### src/rtl/arith_pkg.sv
// ============================================================================
// Module      : arith_pkg
// Description : Shared sequencer state encoding and width helper for the
//               multi-cycle arithmetic library.
// Revision    : 1.0 - initial release
// ============================================================================
`default_nettype none

package arith_pkg;

   typedef enum logic [0:0] {
      ST_IDLE = 1'b0,
      ST_RUN  = 1'b1
   } seq_state_t;

   // Ceiling log2, never less than 1 so that counters always have a bit.
   function automatic int clog2_min1(input int n);
      int r;
      int v;
      r = 0;
      v = 1;
      while (v < n) begin
         v = v * 2;
         r = r + 1;
      end
      return (r < 1) ? 1 : r;
   endfunction

endpackage

`default_nettype wire

### src/rtl/chunked_seq_adder_if.sv
// ============================================================================
// Module      : chunked_seq_adder_if
// Description : Request/result bundle for the chunked sequential adder.
// Revision    : 1.0 - initial release
// ============================================================================
`default_nettype none

interface chunked_seq_adder_if #(
   parameter int WIDTH = 32
);
   logic             start;
   logic             sub;
   logic [WIDTH-1:0] x;
   logic [WIDTH-1:0] y;
   logic             busy;
   logic             done;
   logic [WIDTH-1:0] sum;
   logic             carry;
   logic             overflow;

   modport master (
      output start, sub, x, y,
      input  busy, done, sum, carry, overflow
   );

   modport slave (
      input  start, sub, x, y,
      output busy, done, sum, carry, overflow
   );
endinterface

`default_nettype wire

### src/rtl/chunked_seq_adder_chunk_add.sv
// ============================================================================
// Module      : chunk_add
// Description : Combinational CHUNK-bit adder with carry in and carry out.
// Revision    : 1.0 - initial release
// ============================================================================
`default_nettype none

module chunk_add #(
   parameter int CHUNK = 8
) (
   input  wire logic [CHUNK-1:0] i_a,
   input  wire logic [CHUNK-1:0] i_b,
   input  wire logic             i_cin,
   output logic      [CHUNK-1:0] o_sum,
   output logic                  o_cout
);

   logic [CHUNK:0] w_total;

   assign w_total = {1'b0, i_a} + {1'b0, i_b} + {{CHUNK{1'b0}}, i_cin};
   assign o_sum   = w_total[CHUNK-1:0];
   assign o_cout  = w_total[CHUNK];

endmodule

`default_nettype wire

### src/rtl/chunked_seq_adder.sv
// ============================================================================
// Module      : chunked_seq_adder
// Description : Multi-cycle signed add/subtract, CHUNK bits per clock with a
//               registered carry between chunks; start/busy/done handshake.
// Revision    : 1.0 - initial release
// ============================================================================
`default_nettype none

module chunked_seq_adder
   import arith_pkg::*;
#(
   parameter int WIDTH = 32,
   parameter int CHUNK = 8
) (
   input  wire logic          clk,
   input  wire logic          rst,
   chunked_seq_adder_if.slave bus
);

   localparam int NCHUNK = WIDTH / CHUNK;
   localparam int IDX_W  = clog2_min1(NCHUNK);
   localparam logic [IDX_W-1:0] C_LAST_IDX = IDX_W'(NCHUNK - 1);
   localparam int MSB    = WIDTH - 1;

   seq_state_t       r_state;
   seq_state_t       w_state_nxt;
   logic             w_load;
   logic             w_step;
   logic             w_finish;

   logic [WIDTH-1:0] r_a;
   logic [WIDTH-1:0] r_b;
   logic [WIDTH-1:0] r_acc;
   logic             r_c;
   logic [IDX_W-1:0] r_idx;
   logic [WIDTH-1:0] r_sum;
   logic             r_carry;
   logic             r_ovf;
   logic             r_done;

   int               w_base;
   logic [CHUNK-1:0] w_a_chunk;
   logic [CHUNK-1:0] w_b_chunk;
   logic [CHUNK-1:0] w_chunk_sum;
   logic             w_chunk_cout;
   logic [WIDTH-1:0] w_acc_nxt;

   always_ff @(posedge clk or posedge rst) begin
      if (rst) begin
         r_state <= ST_IDLE;
      end else begin
         r_state <= w_state_nxt;
      end
   end

   always_comb begin
      w_state_nxt = r_state;
      w_load      = 1'b0;
      w_step      = 1'b0;
      case (r_state)
         ST_IDLE: begin
            if (bus.start) begin
               w_load      = 1'b1;
               w_state_nxt = ST_RUN;
            end
         end
         ST_RUN: begin
            w_step = 1'b1;
            if (r_idx == C_LAST_IDX) begin
               w_state_nxt = ST_IDLE;
            end
         end
         default: w_state_nxt = ST_IDLE;
      endcase
   end

   assign w_finish = w_step && (r_idx == C_LAST_IDX);

   // One shared chunk adder; the index selects which slice it sees this cycle.
   always_comb begin
      w_base    = int'(r_idx) * CHUNK;
      w_a_chunk = r_a[w_base +: CHUNK];
      w_b_chunk = r_b[w_base +: CHUNK];
   end

   chunk_add #(
      .CHUNK (CHUNK)
   ) u_chunk_add (
      .i_a    (w_a_chunk),
      .i_b    (w_b_chunk),
      .i_cin  (r_c),
      .o_sum  (w_chunk_sum),
      .o_cout (w_chunk_cout)
   );

   always_comb begin
      w_acc_nxt                   = r_acc;
      w_acc_nxt[w_base +: CHUNK]  = w_chunk_sum;
   end

   always_ff @(posedge clk or posedge rst) begin
      if (rst) begin
         r_a     <= '0;
         r_b     <= '0;
         r_acc   <= '0;
         r_c     <= 1'b0;
         r_idx   <= '0;
         r_sum   <= '0;
         r_carry <= 1'b0;
         r_ovf   <= 1'b0;
         r_done  <= 1'b0;
      end else begin
         r_done <= w_finish;
         if (w_load) begin
            // Subtract is x + ~y + 1, the +1 entering as the initial carry.
            r_a   <= bus.x;
            r_b   <= bus.sub ? ~bus.y : bus.y;
            r_c   <= bus.sub;
            r_idx <= '0;
         end else if (w_step) begin
            r_acc <= w_acc_nxt;
            r_c   <= w_chunk_cout;
            if (w_finish) begin
               r_idx   <= '0;
               r_sum   <= w_acc_nxt;
               r_carry <= w_chunk_cout;
               r_ovf   <= (r_a[MSB] == r_b[MSB]) && (w_acc_nxt[MSB] != r_a[MSB]);
            end else begin
               r_idx <= r_idx + IDX_W'(1);
            end
         end
      end
   end

   assign bus.busy     = (r_state == ST_RUN);
   assign bus.done     = r_done;
   assign bus.sum      = r_sum;
   assign bus.carry    = r_carry;
   assign bus.overflow = r_ovf;

endmodule

`default_nettype wire

### src/flat_wrapper.sv
// flat-port wrapper written by rule: the top's interface ports become plain ports
module chunked_seq_adder_flat import arith_pkg::*;
#(
   parameter int WIDTH = 32,
   parameter int CHUNK = 8
)
  (clk, rst, bus_start, bus_sub, bus_x, bus_y, bus_busy, bus_done, bus_sum, bus_carry, bus_overflow);
  chunked_seq_adder_if #(.WIDTH(WIDTH)) bus_i ();
  input  wire logic clk;
  input  wire logic rst;
  input wire logic [$bits(bus_i.start)-1:0] bus_start;
  input wire logic [$bits(bus_i.sub)-1:0] bus_sub;
  input wire logic [$bits(bus_i.x)-1:0] bus_x;
  input wire logic [$bits(bus_i.y)-1:0] bus_y;
  output wire logic [$bits(bus_i.busy)-1:0] bus_busy;
  output wire logic [$bits(bus_i.done)-1:0] bus_done;
  output wire logic [$bits(bus_i.sum)-1:0] bus_sum;
  output wire logic [$bits(bus_i.carry)-1:0] bus_carry;
  output wire logic [$bits(bus_i.overflow)-1:0] bus_overflow;
  assign bus_i.start = bus_start;
  assign bus_i.sub = bus_sub;
  assign bus_i.x = bus_x;
  assign bus_i.y = bus_y;
  assign bus_busy = bus_i.busy;
  assign bus_done = bus_i.done;
  assign bus_sum = bus_i.sum;
  assign bus_carry = bus_i.carry;
  assign bus_overflow = bus_i.overflow;
  chunked_seq_adder #(.WIDTH(WIDTH), .CHUNK(CHUNK)) u_core (.clk(clk), .rst(rst), .bus(bus_i));
endmodule
### config.mk
export PLATFORM = sky130hd
export DESIGN_NAME = chunked_seq_adder_flat
export DESIGN_NICKNAME = d
export VERILOG_FILES = /design/src/rtl/arith_pkg.sv /design/src/rtl/chunked_seq_adder_if.sv /design/src/rtl/chunked_seq_adder_chunk_add.sv /design/src/rtl/chunked_seq_adder.sv /design/src/flat_wrapper.sv
export SDC_FILE = /design/constraint.sdc
export NUM_CORES = 1
export LEC_CHECK = 0
export ABC_AREA = 1
export CAP_MARGIN = 20
export CORE_MARGIN = 10
export CORE_UTILIZATION = 54
export DETAILED_ROUTE_END_ITERATION = 12
export GPL_TIMING_DRIVEN = 0
export PLACE_DENSITY_LB_ADDON = 0.15
export SYNTH_ARGS = -nofsm -noshare
export SYNTH_HDL_FRONTEND = slang
export SYNTH_HIERARCHICAL = 1
export SYNTH_SLANG_ARGS = --single-unit
### constraint.sdc
create_clock -name clk -period 5.6 [get_ports clk]
set_input_delay 1.12 -clock clk [delete_from_list [all_inputs] [get_ports clk]]
set_output_delay 1.12 -clock clk [all_outputs]
set_load 0.01 [all_outputs]
* Yosys cells after proc, flatten, opt, wreduce, memory -nomap -nowiden
Cells that the tools add are included.
** Cells by class
- Div/mod/pow operators :: 0
- Bitwise logic cells :: 3
- Mux-type cells :: 12
- Multipliers :: 0
- Add/sub/neg operators :: 4
- Shifts and indexed selects :: 4
- $lt $le $gt $ge :: 0
- Equal/unequal tests :: 3
- Reductions and logical operators :: 5
** Operators by type and width (count)
- indexed part select 32 x 6 -> 8 bit :: 2
- negation 5 -> 33 bit :: 1
- variable shift 8 x 33 -> 32 bit (first input constant) :: 1
- indexed part select 8 x 33 -> 32 bit :: 1
- bitwise mux 32 bit :: 1
- two-way mux 32 bit :: 1
- inverter 32 bit :: 1
- adder 8 x 8 -> 9 bit :: 1
- adder 9 x 1 -> 9 bit :: 1
- two-way mux 1 bit :: 6
- two-way mux 2 bit :: 3
- AND reduction 3 bit :: 1
- adder 2 x 1 -> 2 bit (second input constant) :: 1
- == test 2 bit (second input constant) :: 1
- logical AND 1 bit :: 2
- inverter 1 bit :: 2
- case mux 1 bit (2 select lines) :: 1
- AND reduction 2 bit :: 1
- nonzero test 2 bit :: 1
- == test 1 bit :: 1
- inequality test 1 bit :: 1
** Storage, ports and cells
- Memories kept :: 0
- Memory bits (writable) :: 0
- Latch bits :: 0
- Output and inout bits :: 36
- ROM bits :: 0
- Word-level logic and storage cells :: 41
- Register bits after elaboration :: 135

* Longest topological paths before layout
Gate-level depths: netlist (run 1).
- Depth after elaboration :: 7
- Gate-level depth with buffers :: 19

* Cells and area by module
Netlist (run 1), hierarchy kept.
** Modules (own cells, without submodules)
- chunked_seq_adder :: sequential area each 3203.1 um^2, area each 6060.8 um^2, instances 1, cells an instance 729
- chunk_add :: sequential area each 0.0 um^2, area each 384.1 um^2, instances 1, cells an instance 59

* Worst setup path before layout (run 1)
OpenSTA, ideal clock, no wires.
- Path kind :: flip-flop to flip-flop
- From :: register u_core.r_idx[0]
- To :: register u_core.r_sum[30] (netlist: u_core/bus.sum[30])
- Path buffers :: 2
- Library setup time :: 0.076 ns
- Slack :: 2.896 ns
- Arrival :: 2.628 ns
- Required time :: 5.524 ns
- Stages on the path, launching flop included :: 16
- Cell sequence :: dfrtp_1 -> buf_6 -> inv_4 -> clkbuf_1 -> o21ai_0 -> o22ai_1 -> fa_1 -> fa_1 -> nand2_1 -> nand2_1 -> nand3b_4 -> nand3_1 -> nand2_1 -> nand3_1 -> or2_1 -> o21ai_1
** On the way
- Word-level cells in the longest chain between the ends :: 5
- Elaborated cells between the ends (all ways) :: 11
** RTL lines
- start: declaration :: RTL line chunked_seq_adder.sv:35 : logic [IDX_W-1:0] r_idx;
- start signal: assignment :: RTL line chunked_seq_adder.sv:129 : r_idx <= r_idx + IDX_W'(1);
- indexed part select 32 x 6 -> 8 bit :: RTL line chunked_seq_adder.sv:82 : w_a_chunk = r_a[w_base +: CHUNK];
- named net u_core.w_a_chunk[0] :: RTL line chunked_seq_adder.sv:42 : logic [CHUNK-1:0] w_a_chunk;
- adder 8 x 8 -> 9 bit :: RTL line chunked_seq_adder_chunk_add.sv:20 : assign w_total = {1'b0, i_a} + {1'b0, i_b} + {{CHUNK{1'b0}}, i_cin};
- adder 9 x 1 -> 9 bit :: RTL line chunked_seq_adder_chunk_add.sv:20
- named net u_core.w_chunk_sum[6] :: RTL line chunked_seq_adder.sv:44 : logic [CHUNK-1:0] w_chunk_sum;
- indexed part select 8 x 33 -> 32 bit :: RTL line chunked_seq_adder.sv:98 : w_acc_nxt[w_base +: CHUNK] = w_chunk_sum;
- bitwise mux 32 bit :: RTL line chunked_seq_adder.sv:98
- end signal: assignment :: RTL line chunked_seq_adder.sv:125 : r_sum <= w_acc_nxt;
- end: declaration :: RTL line chunked_seq_adder.sv:36 : logic [WIDTH-1:0] r_sum;
The timed path passes the listed nets, and every way through them passes these cells.
A chain may end at the register's enable or synchronous reset.

* Worst setup path in the final report (run 1)
- From :: register u_core.r_idx[1]
- To :: register u_core.r_acc[12]
** On the way
- Word-level cells in the longest chain between the ends :: 5
- Elaborated cells between the ends (all ways) :: 8
** RTL lines
- indexed part select 32 x 6 -> 8 bit :: RTL line chunked_seq_adder.sv:82
- named net u_core.w_a_chunk[0] :: RTL line chunked_seq_adder.sv:42
- adder 8 x 8 -> 9 bit :: RTL line chunked_seq_adder_chunk_add.sv:20
- adder 9 x 1 -> 9 bit :: RTL line chunked_seq_adder_chunk_add.sv:20
- named net u_core.w_chunk_sum[4] :: RTL line chunked_seq_adder.sv:44
- indexed part select 8 x 33 -> 32 bit :: RTL line chunked_seq_adder.sv:98
- bitwise mux 32 bit :: RTL line chunked_seq_adder.sv:98
- end signal: assignment :: RTL line chunked_seq_adder.sv:121 : r_acc <= w_acc_nxt;
- end: declaration :: RTL line chunked_seq_adder.sv:33 : logic [WIDTH-1:0] r_acc;
The timed path passes the listed nets, and every way through them passes these cells.

==> results of run 1 <==
==> final cells by class <==
cell class                      count  area (µm²)
Clock buffer                       25       505.5
Multi-Input combinational cell    582        2854
Clock inverter                      6       55.05
Inverter                           37       146.4
Fill cell                         944        3327
Sequential cell                   128        3203
Buffer                             41       246.5
Tap cell                          143       178.9
Timing Repair Buffer              103        1049
==> Yosys cell counts (2+ instances only) <==
| library cell | count |
|---|---|
| nand3_2 | 3 |
| or2_4 | 2 |
| inv_2 | 4 |
| xnor2_1 | 34 |
| nor2_2 | 3 |
| fa_1 | 2 |
| dfrtp_1 | 128 |
| ha_1 | 12 |
| nand2_2 | 4 |
| o22ai_1 | 24 |
| a21oi_1 | 3 |
| nand2_1 | 344 |
| clkbuf_1 | 8 |
| o21ai_2 | 16 |
| nor2_1 | 38 |
| nand4_1 | 3 |
| clkbuf_2 | 2 |
| buf_6 | 6 |
| inv_1 | 31 |
| buf_4 | 6 |
| nand3_1 | 12 |
| buf_2 | 18 |
| o21ai_0 | 74 |
==> state kept, by name, summed over array words and instances (netlist names) <==
| register | flops |
|---|---|
| u_core/bus.sum | 32 |
| u_core/r_a | 32 |
| u_core/r_c | 1 |
| u_core/bus.overflow | 1 |
| u_core/bus.done | 1 |
| u_core/r_b | 32 |
| u_core/r_idx | 2 |
| u_core/bus.carry | 1 |
| u_core/bus.busy | 1 |
| u_core/r_acc | 25 |
==> per-layer routing <==
layer	share of wire [%]	wire length [µm]	global-route usage (%)	vias up
met5	0	0	0	-
met4	3.0	504	9.632	0
met3	6.0	1015	5.995	34
met2	49	8343	35.11	198
met1	42	7175	24.71	2696
li1	-	-	-	2742
==> kinds of logic (layout without fill, tap and decap cells) <==
kind of cell | Yosys count | in the layout
flops | 128 | 128
buf+inv | 78 | 212
compound gates | 118 | 118
xor+xnor | 35 | 35
fa+ha+maj | 14 | 14
simple gates | 415 | 415
==> power groups by stage <==
stage          combinational [µW]  clock, µW  sequential [µW]
2_1_floorplan                1880          0             1530
3_3_place_gp                 2740          0             1550
3_5_place_dp                 2830          0             1560
4_1_cts                      2850       1040             1550
5_1_grt                      3170       1090             1600
6_report                     2880       1030             1550
==> critical path, stage by stage, from the launching register on <==
cell and delay (ps):
dfrtp_1 570, inv_1 200, buf_2 250, o21ai_0 100, o22ai_1 130, fa_1 480
fa_1 420, nand2_1 100, nand2_1 110, nand2_1 100, xnor2_1 310, nand2_1 160
o22ai_1 220, nand2_1 70, o21ai_0 80
==> stage by stage <==
step / setup WS, ps / hold WS (ps) / std cells
after floorplan: 1067 / 443.6 / 788
after global placement: -562.9 / 461.4 / 1033
after detailed placement: 2343 / 463.6 / 1034
after CTS: 2316 / 479.0 / 1065
after global routing: 1993 / 492.9 / 1065
final: 2210 / 475.9 / 1065
==> path summary, 6_finish.rpt <==
path	start	end	slack, ps	cells past startpoint
setup / recovery	u_core/r_idx[1]$_DFFE_PP0P_	u_core/r_acc[12]$_DFFE_PP0P_	2210	14
hold / removal	u_core/bus.sum[22]$_DFFE_PP0P_	u_core/bus.sum[22]$_DFFE_PP0P_	480	2
setup reg to reg	u_core/r_idx[1]$_DFFE_PP0P_	u_core/r_acc[12]$_DFFE_PP0P_	2210	14
hold reg to reg	u_core/bus.sum[22]$_DFFE_PP0P_	u_core/bus.sum[22]$_DFFE_PP0P_	480	2
max in group asynchronous	rst	u_core/r_a[15]$_DFFE_PP0P_	3780	3
min in group asynchronous	rst	u_core/bus.sum[20]$_DFFE_PP0P_	1060	2
==> metrics.md, run 1 <==
| Metric | Value |
|---|---|
| Mapped Nets | `870` |
| Post-Synth XOR/XNOR Area | `4.756%` |
| NetSw | `2449 µW` |
| Fin crit period | `3390 ps` |
| Ant diodes | `0` |
| Flop pwr share | `28.4%` |
| Remaining global-route overflow | `0` |
| CP Max Fanout | `12` |
| Port Buffers | `102` |
| Top FF cell, synth | `dfrtp_1` |
| Clock Pin Slew Worst Setup and Hold Paths | `50 ps` |
| Fin nets | `992` |
| TritonCTS sink count | `128` |
| # IOs | `104` |
| Vias in the first global route | `5782` |
| Final TNS setup | `0 ps` |
| Adder-cell share of the synthesized area | `2.951%` |
| FMAX | `295.0 MHz` |
| Post-cts resize count | `0` |
| Gate power share | `52.7%` |
| Leakage power | `0.004069 µW` |
| Seq/Total Area, Yosys | `49.70%` |
| Final GP Congestion | `0.9376` |
| Final WL | `17040 µm` |
| Initial antenna violation count | `0` |
| RSZ-0062 raised after global routing | `false` |
| Peak VDD IR | `0.0004061 V` |
| Root buffer cell | `clkbuf_16` |
| Die Area | `0.01670 mm²` |
| Global router's overall resource usage | `21.03%` |
| Asr flop ratio synth | `100.0%` |
| Core ar. | `0.01156 mm²` |
| Worst setup SP type | `flip-flop` |
| # rows | `39` |
| Area contributors post-synth | `dfrtp_1, nand2_1, o21ai_0` |
| First-pass GRT wire length | `27940 µm` |
| Post-synthesis simple-gate area fraction | `26.01%` |
| Clk_skew | `9.315 ps` |
| Total chip power | `5465 µW` |
| Synth unique cells | `34` |
| Worst Max-Slew Pin Slew | `670.8 ps` |
| CTS Hold Buffers Added | `0` |
| Layout cells sized above 1 | `10.74%` |
| Run status | `complete, no violations` |
| ANT nets after route | `0` |
| CTS tree | `done` |
| Final Util | `71.23%` |
| Hold crit path type | `flip-flop to flip-flop` |
| Worst EP arrival | `3720 ps` |
| Slew Limit Fails | `0` |
| Dpl hpwl | `12670 µm` |
| WS Path Type | `flip-flop to flip-flop` |
| DRT iter0 DRCs | `518` |
| Starting density of the core | `55.73%` |
| Largest net degree at the start of global routing | `98` |
| Final Cell Area | `0.008238 mm²` |
| CP Capture Type | `flip-flop` |
| Number of flops mapped to enable cells by yosys | `0` |
| Int Pwr | `3016 µW` |
| Final Cycle Share | `60.53%` |
| Sw Share | `44.81%` |
| Num CTS Buffers | `17` |
| Final setup vio count | `0` |
| Max cap viols | `0` |
| Flops & latches, synth | `128` |
| Area Overhead vs Synth | `27.82%` |
| Largest family of logic cells by synthesized area | `simple AND/OR/NAND/NOR gates` |
| Post-synthesis mux area share | `0%` |
| Max transition margin | `54.96%` |
| Initial DRT Pass Iterations | `5` |
| Clock Power Share | `18.9%` |
| Top cell type's share of synthesized area | `49.70%` |
| Placed Instance Area | `0.007677 mm²` |
| Leading area contributor after synthesis | `dfrtp_1` |
| Bufs on Longest Clock Path | `2` |
| Required time of the critical path | `5930 ps` |
| Syn Std Cell Area | `0.006445 mm²` |
| Final hold violation count | `0` |
| Chip Width | `129.2 µm` |
| H-Tree Level Count | `4` |
| Residual DRC count | `0` |
| Synthesized area per cell | `8.179 µm²` |
| Commonest non-fill, non-tap cell in the layout | `nand2_1` |
| Synth Warn # | `6` |
| Pwr dens | `663.4 mW/mm²` |
| Most frequent cells in the layout | `nand2_1, dfrtp_1, clkdlybuf4s50_1` |
| Clock Latency Late Sink | `420 ps` |
| Avg Vias per Cell | `5.324` |
| Synth Instances | `788` |
| Compound-Gate Fraction of Synth Area | `10.56%` |
| Die height | `129.2 µm` |
| Post-CTS Setup Repair Bufs | `0` |
| Vias | `5670` |
| WL per Instance | `16.00 µm` |
No activity file was read; power rests on OpenSTA's default activity.
==> inputs of run 2 (changes only) <==
--- a/config.mk
+++ b/config.mk
@@ -8,7 +8,7 @@
 export ABC_AREA = 1
 export CAP_MARGIN = 20
 export CORE_MARGIN = 10
-export CORE_UTILIZATION = 54
+export CORE_UTILIZATION = 49
 export DETAILED_ROUTE_END_ITERATION = 12
 export GPL_TIMING_DRIVEN = 0
 export PLACE_DENSITY_LB_ADDON = 0.15
==> constraint.sdc (replaced) <==
create_clock -name clk -period 2.9 [get_ports clk]
set_input_delay 0.58 -clock clk [delete_from_list [all_inputs] [get_ports clk]]
set_output_delay 0.58 -clock clk [all_outputs]
set_load 0.01 [all_outputs]
==> metrics.md, run 2 (same netlist as run 1, synthesis figures left out) <==
| Metric | Value |
|---|---|
| WP depth | `18 (+4)` |
| Pwr dens | `1293 mW/mm² (+95%)` |
| Final WL | `17510 µm (+2.8%)` |
| Root buffer cell | `clkbuf_16` |
| CP bufs+invs | `4 (+2)` |
| DRT iter0 DRCs | `528 (+1.9%)` |
| Met2 Use GR | `33.40% (-1.7 points)` |
| # IOs | `104 (unchanged)` |
| WL per Instance | `15.92 µm (-0.51%)` |
| CP Cell Sequence | `buf_6 -> inv_4 -> clkbuf_4 -> nor2_1 -> o22ai_1 -> ha_1 -> nand2_1 -> nand2_2 -> nand3_2 -> nand3_1 -> nand2_1 -> nand2_1 -> inv_1 -> nand3_1 -> nand2_1 -> nand2_1 -> nand3_1 -> nand2_1` |
| Final setup vio count | `0 (unchanged)` |
| Met1 Use GR | `23.30% (-1.4 points)` |
| Worst setup SP type | `flip-flop` |
| Chip Width | `134.7 µm (+4.2%)` |
| Most frequent cells in the layout | `nand2_1, dfrtp_1, clkdlybuf4s50_1` |
| Clock Pin Slew Worst Setup and Hold Paths | `50 ps (about the same)` |
| Ant diodes | `0 (unchanged)` |
| Run status | `complete, no violations` |
| Worst EP arrival | `3090 ps (-630 ps)` |
| Fin nets | `999 (+0.71%)` |
| Placed cells | `1065 (+3.0%)` |
| H-Tree Level Count | `4 (unchanged)` |
| Max cap viols | `0 (unchanged)` |
| RSZ-0062 raised after global routing | `true` |
| Initial antenna violation count | `0 (unchanged)` |
| Layout cells sized above 1 | `13.79% (+3.1 points)` |
| Setup crit start | `u_core/r_idx[0]$_DFFE_PP0P_` |
| Num CTS Buffers | `17 (unchanged)` |
| Worst slack, placed | `-312.3 ps (-2655 ps)` |
| Cell depth of the worst flop-to-flop path | `18 (+4)` |
| Reg-to-Reg Start | `u_core/r_idx[0]$_DFFE_PP0P_` |
| CP top delay family | `simple AND/OR/NAND/NOR gates` |
| CP Max Fanout | `10 (-2)` |
| Worst Max-Slew Pin Slew | `554.0 ps (-116.9 ps)` |
| Leakage power | `0.004122 µW (+1.3%)` |
| Remaining global-route overflow | `0 (unchanged)` |
| Max transition margin | `62.99% (+8.0 points)` |
| Vias | `5667 (-0.053%)` |
| Crit-path max cell delay | `390 ps (-180 ps)` |
| Crit-path most repeated cell | `nand2_1` |
| Die height | `134.7 µm (+4.2%)` |
| R2R Setup Slk | `110 ps (-2100 ps)` |
| Peak VDD IR | `0.0008482 V (+110%)` |
| Required time of the critical path | `3200 ps (-2730 ps)` |
| CP Capture Type | `flip-flop` |
| Clock Latency Late Sink | `420 ps (about the same)` |
| Port Buffers | `102 (unchanged)` |
| Bufs on Longest Clock Path | `2 (unchanged)` |
| Final hold violation count | `0 (unchanged)` |
| Initial DRT Pass Iterations | `5 (unchanged)` |
| Final Util | `65.91% (-5.3 points)` |
| Global router's overall resource usage | `19.68% (-1.4 points)` |
| Critical Path Slowest Stage Cell | `dfrtp_1` |
| Dpl hpwl | `13200 µm (+4.2%)` |
| Clk_skew | `5.425 ps (-3.890 ps)` |
| Avg Vias per Cell | `5.152 (-3.2%)` |
| # rows | `41 (+5.1%)` |
| ANT nets after route | `0 (unchanged)` |
| FF-to-FF End | `u_core/bus.overflow$_DFFE_PP0P_` |
| End point of the critical path | `u_core/bus.overflow$_DFFE_PP0P_` |
| Final GP Congestion | `0.9031 (-3.7%)` |
| Area Overhead vs Synth | `30.63%` |
| CTS Hold Buffers Added | `0 (unchanged)` |
| CTS tree | `done` |
| FMAX | `358.4 MHz (+21%)` |
| Starting density of the core | `50.46% (-5.3 points)` |
| Commonest non-fill, non-tap cell in the layout | `nand2_1` |
| Setup WS post-layout | `110.2 ps (-2100 ps)` |
| Residual DRC count | `0 (unchanged)` |
| Final Cycle Share | `96.20% (+36 points)` |
| TritonCTS sink count | `128 (unchanged)` |
| Slew Limit Fails | `0 (unchanged)` |
| Largest net degree at the start of global routing | `44 (-55%)` |
| WS Path Type | `flip-flop to flip-flop` |
| Hold crit path type | `flip-flop to flip-flop` |
| Final Non-Filler Cells | `1100 (+3.3%)` |
| Die Area | `0.01814 mm² (+8.6%)` |
| Most Crowded Layer GR | `met2` |
| Vias in the first global route | `5784 (+0.035%)` |
| GR Layer Usage met3 | `4.117% (-1.9 points)` |
| Fin crit period | `2790 ps (-599.7 ps)` |
| Core ar. | `0.01277 mm² (+10%)` |
| First-pass GRT wire length | `28700 µm (+2.7%)` |
[run 2: cell count changes in the layout (fill, tap and decap cells not counted), sizes merged]
| cell | change |
|---|---|
| inv | -1 |
| clkbuf | -1 |
| buf | +6 |
| clkinvlp | +2 |
[run 2: cell type report]
type                            instances  area [µm²]
Multi-Input combinational cell        582        2937
Clock inverter                          7       62.56
Inverter                               37       145.1
Sequential cell                       128        3204
Clock buffer                           23       467.9
Tap cell                              172       215.2
Timing Repair Buffer                  111        1126
Fill cell                            1076        4354
Buffer                                 40       261.5
[run 2: metal layers]
| metal | share of wire [%] | vias up | wire [µm] |
|---|---|---|---|
| met3 | 6.0 | 38 | 1051 |
| met1 | 42 | 2669 | 7349 |
| met2 | 49 | 205 | 8626 |
| met5 | 0 | - | 0 |
| li1 | - | 2755 | - |
| met4 | 2.8 | 0 | 482 |
[run 2: worst min path at each step]
stage,startpoint,end,slack (ps),cells past startpoint
after floorplan,u_core/r_a[16]$_DFFE_PP0P_,u_core/r_a[16]$_DFFE_PP0P_,440,2
after global placement,u_core/r_a[23]$_DFFE_PP0P_,u_core/r_a[23]$_DFFE_PP0P_,460,2
after detailed placement,u_core/r_a[20]$_DFFE_PP0P_,u_core/r_a[20]$_DFFE_PP0P_,460,2
after CTS,u_core/r_a[20]$_DFFE_PP0P_,u_core/r_a[20]$_DFFE_PP0P_,480,2
after global routing,u_core/bus.sum[16]$_DFFE_PP0P_,u_core/bus.sum[16]$_DFFE_PP0P_,490,2
final,u_core/r_a[20]$_DFFE_PP0P_,u_core/r_a[20]$_DFFE_PP0P_,470,2
[run 2: power by group]
part | internal (µW) | switching, µW
combinational | 2260 | 3670
sequential | 2540 | 465
clock | 1200 | 736
[run 2: timing repair]
action                     CTS  global route
setup endpoints to repair   32            29
resized for setup            8            27
pin swaps                    0             8
buffers inserted             3             3
[run 2: tightest hold or removal path, cell delays in order, from the launching register on]
cell and delay (ps):
dfrtp_1 340, nand2_1 50, nand2_1 50
[run 2: stage by stage]
step / total power [µW] / hold WS, ps / TNS [ps] / instance area [µm²]
6_report: 10880 / 473.6 / 0 / 8419
3_3_place_gp: 8325 / 458.0 / -46740 / 7685
3_5_place_dp: 8453 / 462.1 / -3595 / 7745
2_1_floorplan: 6591 / 443.6 / 0 / 6449
4_1_cts: 10560 / 476.4 / 0 / 8320
5_1_grt: 11640 / 492.5 / -8.460 / 8419
